===== config.mk =====
export PLATFORM = sky130hd
export DESIGN_NAME = exec_mult
export DESIGN_NICKNAME = d
export VERILOG_FILES = /design/src/rtl/exec_mult.sv
export SDC_FILE = /design/constraint.sdc
export NUM_CORES = 2
export LEC_CHECK = 0
export ABC_AREA = 1
export BUFFER_PORTS_ARGS = -buffer_cell sky130_fd_sc_hd__clkbuf_2
export CAP_MARGIN = 20
export CORE_ASPECT_RATIO = 1.4
export CORE_UTILIZATION = 50
export DETAILED_ROUTE_END_ITERATION = 10
export PLACE_DENSITY_LB_ADDON = 0.08
export SYNTH_ARGS = -nofsm -noshare
export SYNTH_HDL_FRONTEND = slang
export SYNTH_SLANG_ARGS = --single-unit

===== constraint.sdc =====
create_clock -name clk -period 7.02 [get_ports clk]
set_clock_uncertainty 0.2 [all_clocks]
set_input_delay 1.053 -clock clk [delete_from_list [all_inputs] [get_ports clk]]
set_output_delay 1.053 -clock clk [all_outputs]
set_load 0.01 [all_outputs]

===== src/rtl/exec_mult.sv =====
// exec_mult: four-stage pipelined 32x32 multiplier feeding the common data bus.
//
// S1 holds the accepted operands, S2 holds the full 64-bit product, S3 carries
// the product one more stage, and S4 holds the selected 32-bit half and drives
// the cdb_* outputs straight from registers. Each stage has its own valid bit;
// a stage moves forward whenever the stage ahead of it is empty or is itself
// moving, so bubbles collapse even while the bus is not granting.
//
// Build option: define EXEC_MULT_SIGNED_EN to honour issue_signed (MULT vs
// MULTU). Without it every multiply is unsigned and issue_signed is ignored.
module exec_mult (
  input  logic        clk,
  input  logic        rst,
  // Issue side
  input  logic        issue_valid,
  output logic        issue_ready,
  input  logic [31:0] issue_rsdata,
  input  logic [31:0] issue_rtdata,
  input  logic [5:0]  issue_tag,
  input  logic        issue_signed,
  input  logic        issue_hi,
  // Result bus side
  input  logic        cdb_grant,
  output logic        cdb_valid,
  output logic [31:0] cdb_data,
  output logic [5:0]  cdb_tag,
  output logic        cdb_branch,
  output logic        cdb_branch_taken
);

  // Signedness actually used for the multiply.
  logic signed_in;

`ifdef EXEC_MULT_SIGNED_EN
  assign signed_in = issue_signed;
`else
  assign signed_in = 1'b0;
  logic unused_issue_signed;
  assign unused_issue_signed = issue_signed;
`endif

  // Stage 1: operands
  logic        s1_valid_q, s1_valid_d;
  logic [31:0] s1_a_q;
  logic [31:0] s1_b_q;
  logic [5:0]  s1_tag_q;
  logic        s1_hi_q;
  logic        s1_signed_q;

  // Stage 2: full product
  logic        s2_valid_q, s2_valid_d;
  logic [63:0] s2_prod_q;
  logic [5:0]  s2_tag_q;
  logic        s2_hi_q;

  // Stage 3: full product, one more stage
  logic        s3_valid_q, s3_valid_d;
  logic [63:0] s3_prod_q;
  logic [5:0]  s3_tag_q;
  logic        s3_hi_q;

  // Stage 4: selected half, drives the bus
  logic        s4_valid_q, s4_valid_d;
  logic [31:0] s4_data_q;
  logic [5:0]  s4_tag_q;

  // Handshake / movement terms
  logic s1_adv, s2_adv, s3_adv, s4_adv;
  logic accept;

  // Multiplier datapath
  logic [63:0] mul_a_ext;
  logic [63:0] mul_b_ext;
  logic [63:0] mul_prod;
  logic [31:0] s3_half;

  // Stage advance chain: a stage moves when the next one is empty or moving.
  always_comb begin
    s4_adv = s4_valid_q & cdb_grant;
    s3_adv = s3_valid_q & (~s4_valid_q | s4_adv);
    s2_adv = s2_valid_q & (~s3_valid_q | s3_adv);
    s1_adv = s1_valid_q & (~s2_valid_q | s2_adv);
    issue_ready = ~s1_valid_q | s1_adv;
    accept = issue_valid & issue_ready;
  end

  // Next-state of the per-stage valid bits.
  always_comb begin
    s1_valid_d = accept | (s1_valid_q & ~s1_adv);
    s2_valid_d = s1_adv | (s2_valid_q & ~s2_adv);
    s3_valid_d = s2_adv | (s3_valid_q & ~s3_adv);
    s4_valid_d = s3_adv | (s4_valid_q & ~s4_adv);
  end

  // 64x64 multiply of sign- or zero-extended operands; the low 64 bits are the
  // exact 32x32 product for both signed and unsigned operands.
  always_comb begin
    mul_a_ext = {{32{s1_signed_q & s1_a_q[31]}}, s1_a_q};
    mul_b_ext = {{32{s1_signed_q & s1_b_q[31]}}, s1_b_q};
    mul_prod  = mul_a_ext * mul_b_ext;
    s3_half   = s3_hi_q ? s3_prod_q[63:32] : s3_prod_q[31:0];
  end

  // Valid bits; reset discards everything in flight, including a same-cycle accept.
  always_ff @(posedge clk) begin
    if (rst) begin
      s1_valid_q <= 1'b0;
      s2_valid_q <= 1'b0;
      s3_valid_q <= 1'b0;
      s4_valid_q <= 1'b0;
    end else begin
      s1_valid_q <= s1_valid_d;
      s2_valid_q <= s2_valid_d;
      s3_valid_q <= s3_valid_d;
      s4_valid_q <= s4_valid_d;
    end
  end

  // S1 payload: captured on accept, held otherwise.
  always_ff @(posedge clk) begin
    if (rst) begin
      s1_a_q      <= '0;
      s1_b_q      <= '0;
      s1_tag_q    <= '0;
      s1_hi_q     <= 1'b0;
      s1_signed_q <= 1'b0;
    end else if (accept) begin
      s1_a_q      <= issue_rsdata;
      s1_b_q      <= issue_rtdata;
      s1_tag_q    <= issue_tag;
      s1_hi_q     <= issue_hi;
      s1_signed_q <= signed_in;
    end
  end

  // S2 payload: product formed from S1 operands as the op moves forward.
  always_ff @(posedge clk) begin
    if (rst) begin
      s2_prod_q <= '0;
      s2_tag_q  <= '0;
      s2_hi_q   <= 1'b0;
    end else if (s1_adv) begin
      s2_prod_q <= mul_prod;
      s2_tag_q  <= s1_tag_q;
      s2_hi_q   <= s1_hi_q;
    end
  end

  // S3 payload: straight copy of S2.
  always_ff @(posedge clk) begin
    if (rst) begin
      s3_prod_q <= '0;
      s3_tag_q  <= '0;
      s3_hi_q   <= 1'b0;
    end else if (s2_adv) begin
      s3_prod_q <= s2_prod_q;
      s3_tag_q  <= s2_tag_q;
      s3_hi_q   <= s2_hi_q;
    end
  end

  // S4 payload: half selection; held steady while waiting for a grant.
  always_ff @(posedge clk) begin
    if (rst) begin
      s4_data_q <= '0;
      s4_tag_q  <= '0;
    end else if (s3_adv) begin
      s4_data_q <= s3_half;
      s4_tag_q  <= s3_tag_q;
    end
  end

  assign cdb_valid        = s4_valid_q;
  assign cdb_data         = s4_data_q;
  assign cdb_tag          = s4_tag_q;
  assign cdb_branch       = 1'b0;
  assign cdb_branch_taken = 1'b0;

endmodule


==> impl_metrics.yaml <==
run_status:
  outcome: "finished clean"
layout:
  layout-drive-gt1-share_pct: 13.41
  filler_cell_count: 8509
  ff_latch_area_mm2: 0.005176
  instances_no_fill: 7527
  multi_input_area_mm2: 0.03330
  syn_to_final_growth_pct: 14.84
  final_cell_mix: "inv_1, nand2_1, fa_1"
  finalNetCount: 7550
  mostFrequentLayoutCell: "inv_1"
clock_network:
  hold_buffers: 0
  cts_buffer_depth: 3
  cts-htree-levels: 1
  cts.sinks: 255
  cts_tree: "done"
  clock_latency_ns: 0.64
  cts_made_buffers: 29
  clk_pin_slew_worst_paths_ns: 0.06
  root_buffer: "clkbuf_16"
floorplan:
  core-area_mm2: 0.08979
  ios: 118
  start_util_pct: 50.58
  rows: 130
  die_area_mm2: 0.09206
  dieWidth_um: 256.7
  die_h_um: 358.6
setup_path:
  crit_family: "adder cells"
  cp_data_required_time_ns: 7.34
  r2r-end: "s2_prod_q[58]"
  r2r_setup_slack_ns: 0.09
  reg2regPathDepth: 27
  critPathMaxFanout: 8
  crit_type: "reg -> reg"
  critPathLaunch: "s1_b_q[10]"
  cp_common_cell: "fa_1"
  arrival_ns: 7.25
  cp-start-kind: "flop"
  end_kind: "flop"
  crit_buf_inv: 7
  critical-path-max-stage-delay_ns: 0.61
  r2r_start: "s1_b_q[10]"
  crit_slowest_cell: "fa_2"
job:
  cap_viol_max_count: 0
placed_design:
  place.gp.congestion: 0.9366
  hpwl_um: 108400
  numPortBuffers: 114
  dp.cells: 7447
synthesis:
  synth-simple-area-share_pct: 18.35
  synth_xor_area_share_pct: 0.5785
  synth_cells: 6180
  muxShareOfSynthArea_pct: 0
  avgSynthCellArea_um2: 7.349
  syn_area_mm2: 0.04542
  synth_seq_cells: 255
  synth_adder_area_share_pct: 46.74
  ys_seq_area_share_pct: 11.24
  yosysTopAreaCellShare_pct: 39.50
  synth-warning-count: 0
  synth_compound_area_share_pct: 4.918
  yosys-top-cells-area: "fa_1, inv_1, nand2_1"
  netlist-cell-type-count: 34
  synth_top_family_by_area: "adder cells"
  synth_top_cell_by_area: "fa_1"
routing:
  totalWireLength_um: 132600
  first_pass_iters: 5
  viasPerCell: 4.897
  routedWlPerCell_um: 17.62
  drtIter0Drc: 2051
  ant_nets: 0
  routed-via-count: 36859
  drc: 0
sta:
  period_share_pct: 98.71
  finalHoldViolations: 0
  finalHoldWorstSlack_ns: 0.2500
  clock.fmax_mhz: 144.3
  rsz0062_at_grt: "true"
  maxSlewHeadroom_pct: 32.56
  worst_pin_slew_ns: 1.012
  post-route-min-period_ns: 6.930
  finalSetupViolCount: 0
  slew_viol_final: 0
hold_path:
  holdPathStages: 2
  min_to: "s3_prod_q[44]"
  worstHoldStart: "s2_prod_q[44]"
  hold_class: "reg -> reg"
global_route:
  antenna_found_initial: 1
  grtUsageTotal_pct: 29.22
  grt_pass1_wl_um: 209500
  first_global_vias: 38757
  grt_max_degree: 99
  grt_overflow: 0
power:
  power.leakage_nw: 30.52
  p_total_w: 0.01771
  irDropWorstVdd_mv: 0.5498
  power_density_mw_per_mm2: 339.6
[worst min-delay path: cells and delay by family, from the launching register on]
kind / cells / cell delay (ns)
AOI/OAI and AO/OA: 1 / 0.05
buffers and inverters: 1 / 0.06
DFF: 1 / 0.30
[synth_stat cells (all sizes together)]
cell type,count
inv,1842
nand2,1578
fa,896
nor2,427
clkbuf,319
ha,263
dfxtp,255
o21ai,224
a21oi,191
nand3,82
buf,25
xor2,19
nor3,12
xnor2,11
nand4,10
o21bai,9
o211ai,6
a21o,4
clkinv,3
a31oi,1
and2,1
and3,1
conb,1
[flip-flops by register name, indices dropped and copies added, names as in the netlist]
name / count
s2_prod_q: 64
s3_prod_q: 64
cdb_data: 32
s1_a_q: 32
s1_b_q: 32
cdb_tag: 6
s1_tag_q: 6
s2_tag_q: 6
s3_tag_q: 6
cdb_valid: 1
s1_hi_q: 1
s1_valid_q: 1
s2_hi_q: 1
s2_valid_q: 1
s3_hi_q: 1
s3_valid_q: 1
[how the worst max path moves through the flow]
stage / depth (start not counted) / slack (ns) / to
2_1_floorplan: 28 / 0.42 / s2_prod_q[60]
3_3_place_gp: 27 / -0.19 / s2_prod_q[26]
3_5_place_dp: 27 / -0.22 / s2_prod_q[26]
4_1_cts: 29 / -0.02 / s2_prod_q[56]
5_1_grt: 30 / -0.12 / s2_prod_q[59]
6_report: 27 / 0.09 / s2_prod_q[58]
[layout make-up]
cell class,count,area share [%]
Multi-Input combinational cell,3737,63.86
Inverter,1845,13.29
Sequential cell,255,9.925
Timing Repair Buffer,447,8.173
Tap cell,1188,2.850
Clock buffer,37,1.583
Clock inverter,16,0.3095
Antenna cell,2,0.009596
[cells by family after synthesis]
group / count (synthesis)
xor gates and xnor gates: 30
adders and majority gates: 1159
and+or+nand+nor: 2111
DFF: 255
other: 1
AOI/OAI and AO/OA: 435
buffers and inverters: 2189
[power by group]
group	internal (W)	switching, W
sequential	0.00159	0.0000951
combinational	0.00597	0.00843
clock	0.000883	0.000740
[through the flow]
stage	setup WS [ns]	instance area, um^2	util, %	setup TNS [ns]
after floorplan	0.4199	45420	-	0
after global placement	-0.1911	49350	54.97	-1.086
after detailed placement	-0.2209	49350	54.97	-1.632
after CTS	-0.02467	50530	56.28	-0.04952
after global routing	-0.1195	52150	58.09	-1.415
final	0.09036	52160	58.09	0
[layer usage]
| metal | routed length, um | share of wire (%) | up-vias | GRT usage, % |
|---|---|---|---|---|
| li1 | - | - | 17555 | - |
| met1 | 53130 | 40 | 18202 | 35.14 |
| met2 | 68790 | 52 | 838 | 54.62 |
| met3 | 4864 | 3.7 | 264 | 2.164 |
| met4 | 5813 | 4.4 | 0 | 10.50 |
| met5 | 0 | 0 | - | 0 |
[repair_timing]
item | CTS | global route
gates cloned | 0 | 8
endpoints found under the setup margin | 31 | 46
resized for setup | 38 | 345
setup buffers | 4 | 15
pin swaps | 6 | 105
Power figures use the tool's default switching activity.
